**src/rtl/button_leds_pkg.sv**
```systemverilog
// Shared constants for the button front end: board-default debounce time and
// the width of the LED counter.
package button_leds_pkg;
    localparam int DEBOUNCE_DEFAULT_12MHZ = 240000;
    localparam int COUNT_W                = 8;
endpackage

```
**src/rtl/button_leds_debounce.sv**
```systemverilog
// One button channel: two-flop synchroniser, hold-time debouncer and a
// registered one-cycle press pulse on each accepted rising level.
module button_leds_debounce
    import button_leds_pkg::*;
#(
    parameter int DEBOUNCE_CYCLES = DEBOUNCE_DEFAULT_12MHZ
) (
    input  logic CLK,
    input  logic RST,
    input  logic raw_in,
    output logic level,
    output logic press
);
    localparam int CNT_W = $clog2(DEBOUNCE_CYCLES);
    localparam logic [CNT_W-1:0] CNT_MAX = CNT_W'(DEBOUNCE_CYCLES - 1);

    logic [1:0]       sync_q,      sync_d;
    logic [CNT_W-1:0] cnt_q,       cnt_d;
    logic             level_q,     level_d;
    logic             level_dly_q, level_dly_d;
    logic             press_q,     press_d;

    always_comb begin
        sync_d      = {sync_q[0], raw_in};
        level_d     = level_q;
        cnt_d       = '0;
        level_dly_d = level_q;
        // Any cycle where sync agrees with level restarts the hold count.
        if (sync_q[1] != level_q) begin
            if (cnt_q == CNT_MAX) begin
                level_d = sync_q[1];
            end else begin
                cnt_d = cnt_q + CNT_W'(1);
            end
        end
        press_d = level_q & ~level_dly_q;
    end

    always_ff @(posedge CLK or posedge RST) begin
        if (RST) begin
            sync_q      <= '0;
            cnt_q       <= '0;
            level_q     <= 1'b0;
            level_dly_q <= 1'b0;
            press_q     <= 1'b0;
        end else begin
            sync_q      <= sync_d;
            cnt_q       <= cnt_d;
            level_q     <= level_d;
            level_dly_q <= level_dly_d;
            press_q     <= press_d;
        end
    end

    assign level = level_q;
    assign press = press_q;
endmodule

```
**src/rtl/button_leds.sv**
```systemverilog
// Two debounced push buttons driving an 8-bit up/down counter shown on LED0..LED7.
// SW1 increments, SW2 decrements; simultaneous presses cancel.
module button_leds
    import button_leds_pkg::*;
#(
    parameter int DEBOUNCE_CYCLES = DEBOUNCE_DEFAULT_12MHZ,
    parameter bit ACTIVE_LOW      = 1'b0
) (
    input  logic CLK,
    input  logic RST,
    input  logic SW1,
    input  logic SW2,
    output logic SW1_LEVEL,
    output logic SW2_LEVEL,
    output logic SW1_PRESS,
    output logic SW2_PRESS,
    output logic LED0,
    output logic LED1,
    output logic LED2,
    output logic LED3,
    output logic LED4,
    output logic LED5,
    output logic LED6,
    output logic LED7
);
    logic               sw1_pressed, sw2_pressed;
    logic [COUNT_W-1:0] count_q, count_d;

    // Normalise to pressed=1 before the synchroniser so the debouncer is polarity-agnostic.
    assign sw1_pressed = SW1 ^ ACTIVE_LOW;
    assign sw2_pressed = SW2 ^ ACTIVE_LOW;

    button_leds_debounce #(.DEBOUNCE_CYCLES(DEBOUNCE_CYCLES)) u_sw1 (
        .CLK    (CLK),
        .RST    (RST),
        .raw_in (sw1_pressed),
        .level  (SW1_LEVEL),
        .press  (SW1_PRESS)
    );

    button_leds_debounce #(.DEBOUNCE_CYCLES(DEBOUNCE_CYCLES)) u_sw2 (
        .CLK    (CLK),
        .RST    (RST),
        .raw_in (sw2_pressed),
        .level  (SW2_LEVEL),
        .press  (SW2_PRESS)
    );

    always_comb begin
        count_d = count_q;
        case ({SW1_PRESS, SW2_PRESS})
            2'b10:   count_d = count_q + COUNT_W'(1);
            2'b01:   count_d = count_q - COUNT_W'(1);
            default: count_d = count_q;
        endcase
    end

    always_ff @(posedge CLK or posedge RST) begin
        if (RST) begin
            count_q <= '0;
        end else begin
            count_q <= count_d;
        end
    end

    assign LED0 = count_q[0];
    assign LED1 = count_q[1];
    assign LED2 = count_q[2];
    assign LED3 = count_q[3];
    assign LED4 = count_q[4];
    assign LED5 = count_q[5];
    assign LED6 = count_q[6];
    assign LED7 = count_q[7];
endmodule

```
**config.mk**
```make
export PLATFORM = sky130hd
export DESIGN_NAME = button_leds
export DESIGN_NICKNAME = d
export VERILOG_FILES = /design/src/rtl/button_leds_pkg.sv /design/src/rtl/button_leds_debounce.sv /design/src/rtl/button_leds.sv
export SDC_FILE = /design/constraint.sdc
export NUM_CORES = 1
export LEC_CHECK = 0
export CAP_MARGIN = 5
export CORE_MARGIN = 4
export CORE_UTILIZATION = 60
export CTS_CLUSTER_DIAMETER = 40
export CTS_CLUSTER_SIZE = 10
export DETAILED_ROUTE_END_ITERATION = 12
export PLACE_DENSITY = 0.8
export SLEW_MARGIN = 5
export SYNTH_ARGS = -nofsm -noshare
export SYNTH_HDL_FRONTEND = slang
export SYNTH_SLANG_ARGS = --single-unit
```
**constraint.sdc**
```tcl
create_clock -name CLK -period 4.7 [get_ports CLK]
set_clock_uncertainty 0.15 [all_clocks]
set_input_delay 0.94 -clock CLK [delete_from_list [all_inputs] [get_ports CLK]]
set_output_delay 0.94 -clock CLK [all_outputs]
set_load 0.01 [all_outputs]
```
==> reports/qor.csv, run 1 <==
metric,value,unit
detailroute.via_count,1895,
via_count_of_the_first_global_routing_pass,1764,
stdcell_area,2970,um2
floorplan.die.height,75.6,um
grt-ovfl-total,0,
max_stage_delay,0.58,ns
worst_r2r_startpoint,u_sw1.press,
post-route-period-util,57.9,%
cts_setup_buffers,0,
coreArea,4380,um2
grt_setup_unrepaired,no,
fmax,368,MHz
tritoncts_clock_tree,done,
final-setup-viol-count,0,
grt_max_degree,55,
worst_hold_path.endpoint,u_sw2.sync_q[1],
num_rows,24,
total_leakage_power,0.00131,uW
layout.filler_cells,353,
dieArea,5720,um2
synth.top_cell.area_share,49.2,%
drive_above_1_share,5.32,%
min_path_cells,0,
inserted_clock_buffers,5,
worst_ep_required_time,4.79,ns
worstSetupPathType,register to register,
slew-limit-headroom,29.0,%
ys_top_cells_by_area,"sky130_fd_sc_hd__dfrtp_1, sky130_fd_sc_hd__xor2_1, sky130_fd_sc_hd__nor2_1, sky130_fd_sc_hd__xnor2_1, sky130_fd_sc_hd__nand2_1",
initial_core_util,62.6,%
synth_sequential_area_ratio,49.2,%
critical_path_peak_fanout,21,
kind_of_end_point_of_the_critical_path,register,
detailed_route_wire_length,4560,um
wire_length_of_the_first_global_routing_pass,7910,um
finish.net_count,290,
outcome,"complete, no violations",
power_per_cell_area,265,nW/um2
fin_worst_hold_slack,0.205,ns
placement.cell_area,2860,um2
gp_routability_congestion,0.796,
r2r-end,count_q[6],
worst_setup_hold_path_clk_slew,0.10,ns
synth_seq_cells,54,
detail_route.iter0.violations,154,
viasPerCell,5.67,
antenna_violations_before_repair,0,
cts_resized,0,
antennaDiodeCount,0,
worst_ir_drop_vdd,0.176,mV
finalCoreUtilization,67.6,%
post-dp-hpwl,3030,um
clock_sink_count,54,
timing.max_cap.violations,0,
htree_num_levels,2,
drt-pass1-iter-count,4,
die-width,75.6,um
final_max_tran_viols,0,
fin_tns_setup,0,ns
yosysTopAreaCell,sky130_fd_sc_hd__dfrtp_1,
critical_path.slowest_cell,sky130_fd_sc_hd__ha_1,
grt_usage,18.0,%
clockRootBuffer,sky130_fd_sc_hd__clkbuf_8,
hold_violations_final,0,
cts.hold.buffers_added,0,
worst_hold_path_type,register to register,
layout_commonest_cell,sky130_fd_sc_hd__dfrtp_1,
worstRegToRegCells,9,
syn_area_per_cell,10.0,um2
wire_per_inst,13.7,um
timing.reg2reg.setup_slack,1.98,ns
areaGrowthSynthToFinish,8.02,%
timing.critical_path.cells,inv_1 > ha_1 > xor2_1 > ha_1 > or3_1 > a21oi_1 > or3_1 > o311ai_1 > xor2_1,
drc,0,
netlist-cell-type-count,45,
worstPathArrival,2.81,ns
ys.warnings.count,0,
clock_latency_at_the_later_pin_of_the_worst_skew_pair,0.31,ns
drtAntennaViolNets,0,
startpoint_type_of_the_worst_setup_path,register,
synth.net_count,283,
min_clock_period_post_route,2.72,ns
num_io_pins,16,
syn-instance-count,274,
worst-slew-pin-transition,1.06,ns
syn_area,2750,um2
port_buffers,15,
holdCritStartpoint,u_sw2.sync_q[0],
most-common-layout-cells,"sky130_fd_sc_hd__dfrtp_1, sky130_fd_sc_hd__nor2_1, sky130_fd_sc_hd__xor2_1, sky130_fd_sc_hd__nand2_1",
max-clock-path-buffers,2,
-- worst max-delay path: cells and delay by family, from the launching register on --
| family | cells | cell delay, ns |
|---|---|---|
| buf+inv | 1 | 0.08 |
| compound gates | 2 | 0.40 |
| simple gates | 2 | 0.49 |
| flops | 1 | 0.39 |
| xor+xnor | 2 | 0.37 |
| fa+ha+maj | 2 | 0.77 |
-- power by group --
part	switching, uW	internal, uW
clock network	148	135
registers	6.30	470
logic	17.4	7.25
total	172	613
-- cell families (layout without fill, tap and decap cells) --
family | Yosys count | in the layout | share of synthesized area [%]
AO/OA/AOI/OAI | 21 | 21 | 5.15
adder cells (fa/ha/maj) | 5 | 5 | 2.28
XOR/XNOR | 43 | 43 | 13.7
flip-flops | 54 | 54 | 49.2
multiplexers | 4 | 4 | 1.60
buffers and inverters | 22 | 30 | 4.60
AND/OR/NAND/NOR | 125 | 125 | 23.4
-- worst max path at each step --
| stage | from | end |
|---|---|---|
| 2_1_floorplan | u_sw1.press | count_q[6] |
| 3_3_place_gp | u_sw1.press | count_q[6] |
| 3_5_place_dp | u_sw1.press | count_q[6] |
| 4_1_cts | u_sw1.press | count_q[6] |
| 5_1_grt | u_sw1.press | count_q[6] |
| 6_report | u_sw1.press | count_q[6] |
-- flip-flops by register name (all words and copies together) (netlist names) --
name               count
count_q                8
u_sw1.level_dly_q      1
u_sw1.sync_q           2
u_sw2.sync_q           2
u_sw1.level            1
u_sw2.press            1
u_sw2.level            1
u_sw1.press            1
u_sw1.cnt_q           18
u_sw2.cnt_q           18
u_sw2.level_dly_q      1
-- Yosys cell counts, drive strengths merged --
cell	number
o2111ai	2
a31oi	1
inv	7
and2	1
nand2b	2
nand3b	1
nand4	9
dfrtp	54
a41oi	2
and3	7
a21oi	7
xnor2	15
nand4bb	1
nor2	47
o211a	1
o311ai	1
mux2i	1
a211oi	1
nand4b	2
or2	2
o22ai	2
nand2	20
nor3	6
and4b	1
and4	5
nor2b	3
clkbuf	7
or3	2
xor2	28
o31ai	1
nor3b	2
nor4bb	1
nor4b	1
or4	2
o21ai	2
ha	5
o2bb2ai	1
nand3	10
buf	8
mux2	3
-- metal layers --
metal,routed length (um),track usage [%],share of wire (%),vias to the layer above
met1,2140,24.8,47,913
li1,-,-,-,950
met3,162,3.56,3.6,4
met5,0,0,0,-
met4,57,5.83,1.2,0
met2,2200,28.7,48,28
-- final cells by class --
class	count	area [um2]	share of cell area (%)
well taps	52	65.1	2.19
repair buffers	15	150	5.06
clock inverters	1	8.76	0.295
multi-input cells	198	1270	42.7
flip-flops and latches	54	1350	45.6
inverters	7	26.3	0.886
clock buffers	7	96.3	3.25
-- through the flow --
step           power, uW  instances  setup WS (ns)
2_1_floorplan        506        274           1.96
3_5_place_dp         511        326           1.99
6_report             785        334           1.98
5_1_grt              815        334           1.74
4_1_cts              797        334           1.97
3_3_place_gp         510        326           2.09
Power figures use the tool's default switching activity.
==> run 2, diff against run 1 <==
CORE_UTILIZATION = 53   (was 60)
PLACE_DENSITY = 0.75   (was 0.8)
clock period = 2.2 ns   (was 4.7 ns; I/O delays follow)
==> run 2 against run 1 <==
Power is 110% higher. First-iteration DRC count down 41%. Cell count is 8.4% higher. Worst hold slack improved by 0.0010 ns. Count of clock-buffer cells in the layout unchanged. Cell area grew 5.9%. Critical path depth decreased by 1. Register-to-register slack worse by 2.0 ns. Via count grew 1.4%. Critical path type unchanged. Largest cell class unchanged. Largest power group unchanged. Highest routed layer unchanged.
==> reports/qor.csv, run 2 (synthesis gave the netlist of run 1 again) <==
metric,value,unit
coreArea,4880,um2
grt-ovfl-total,0,
cp_common_cell,sky130_fd_sc_hd__or3_4,
initial_core_util,56.3,%
power.total,1640,uW
worst_ep_required_time,2.23,ns
worst-slew-pin-transition,0.403,ns
stdcell_area,3140,um2
max-clock-path-buffers,2,
antenna_violations_before_repair,0,
placement.cell_area,2980,um2
detail_route.iter0.violations,91,
wire_length_of_the_first_global_routing_pass,8490,um
combPwrFrac,3.8,%
fin_tns_setup,0,ns
startpoint_type_of_the_worst_setup_path,register,
fmax,456,MHz
internal_power,1280,uW
finish.net_count,303,
drt-pass1-iter-count,4,
clock_sink_count,54,
max_stage_delay,0.43,ns
outcome,"complete, no violations",
min_path_cells,0,
worst_setup_hold_path_clk_slew,0.09,ns
worst_hold_path_type,register to register,
drive_above_1_share,12.9,%
worst_ir_drop_vdd,0.391,mV
drtAntennaViolNets,0,
viasPerCell,5.31,
clockRootBuffer,sky130_fd_sc_hd__clkbuf_8,
inserted_clock_buffers,5,
timing.max_cap.violations,0,
worstRegToRegCells,8,
grt_max_degree,55,
grt_setup_unrepaired,yes,
slew-limit-headroom,73.2,%
critical_path.slowest_cell,sky130_fd_sc_hd__dfrtp_1,
clock_latency_at_the_later_pin_of_the_worst_skew_pair,0.30,ns
drc,0,
tritoncts_clock_tree,done,
p_seq_share,62.0,%
final_max_tran_viols,0,
pwr-share-clk,34.2,%
detailroute.via_count,1921,
final-setup-viol-count,0,
grt_usage,16.8,%
port_buffers,15,
worstSetupPathType,register to register,
htree_num_levels,2,
via_count_of_the_first_global_routing_pass,1854,
worstPathArrival,2.22,ns
die-width,80.0,um
num_rows,25,
kind_of_end_point_of_the_critical_path,register,
gp_routability_congestion,0.853,
cts.hold.buffers_added,0,
antennaDiodeCount,0,
post-route-period-util,99.6,%
hold_violations_final,0,
layout_setup_ws,0.00843,ns
min_clock_period_post_route,2.19,ns
floorplan.die.height,80.0,um
most-common-layout-cells,"sky130_fd_sc_hd__dfrtp_1, sky130_fd_sc_hd__nor2_1, sky130_fd_sc_hd__xor2_1, sky130_fd_sc_hd__nand2_1",
place_ws,0.00275,ns
finalCoreUtilization,64.4,%
detailed_route_wire_length,4870,um
timing.critical_path.cells,ha_4 > xor2_2 > ha_2 > or3_4 > a21oi_4 > or3_4 > o311ai_2 > xor2_1,
power_per_cell_area,523,nW/um2
post-dp-hpwl,3170,um
total_leakage_power,0.00137,uW
num_io_pins,16,
swShare,21.9,%
critical_path_peak_fanout,4,
switching_power,359,uW
biggestRegsByFlops,"u_sw1.cnt_q: 18 flops, u_sw2.cnt_q: 18 flops, count_q: 8 flops",
wire_per_inst,13.4,um
dieArea,6400,um2
layout_commonest_cell,sky130_fd_sc_hd__dfrtp_1,
areaGrowthSynthToFinish,14.4,%
[run 2: cell count changes in the layout (fill, tap and decap cells not counted), sizes merged]
cell	change
buf	+13
[run 2: area by class of cell]
type | instances | area (um2)
clock inverter | 1 | 5.00
multi-input combinational | 198 | 1330
inverter | 7 | 26.3
timing repair buffer | 28 | 260
tap | 67 | 83.8
fill | 393 | 1740
sequential | 54 | 1350
clock buffer | 7 | 86.3
[run 2: power groups by stage]
stage | Combinational (uW) | Sequential, uW | Clock (uW)
2_1_floorplan | 47.7 | 1030 | 0
3_3_place_gp | 64.6 | 1040 | 0
3_5_place_dp | 65.2 | 1040 | 0
4_1_cts | 65.3 | 1020 | 576
5_1_grt | 73.9 | 1020 | 619
6_report | 63.1 | 1020 | 561
[run 2: worst paths after layout]
kind,to,startpoint,slack [ns]
worst min-delay path,u_sw1.sync_q[1],u_sw1.sync_q[0],0.21
worst max register to register,count_q[6],u_sw2.press,0.008
max in group asynchronous,count_q[2],RST,1.31
worst min register to register,u_sw1.sync_q[1],u_sw1.sync_q[0],0.21
min in group asynchronous,count_q[5],RST,0.34
worst max-delay path,count_q[6],u_sw2.press,0.008
[run 2: metal layers]
layer / routed length, um / part of all wire, % / GRT usage (%)
met1: 2430 / 50 / 23.5
met2: 2250 / 46 / 25.8
met4: 63 / 1.3 / 6.08
met3: 125 / 2.6 / 3.39
met5: 0 / 0 / 0
[run 2: repair_timing]
action | in CTS | in global routing
gates resized for setup | 3 | 6
pin swaps | 6 | 4
setup buffers | 2 | 2
setup endpoints to repair | 2 | 2
hold endpoints to repair | 0 | 0
[run 2: critical path, delay by kind of cell (launching register included)]
kind,cells,cell delay [ns]
flops,1,0.43
simple gates,2,0.55
fa+ha+maj,2,0.38
compound gates,2,0.27
xor+xnor,2,0.29
[run 2: per-stage QoR]
stage,hold slack [ns],instances
after CTS,0.207,360
after floorplan,0.181,274
final,0.206,362
after global routing,0.216,362
after global placement,0.182,350
after detailed placement,0.186,350
==> run 3, diff against run 2 <==
CTS_CLUSTER_SIZE = 20   (was 10)
==> results of run 3 <==
Same layout as run 2: the final DEF is identical, and so are final timing and power.
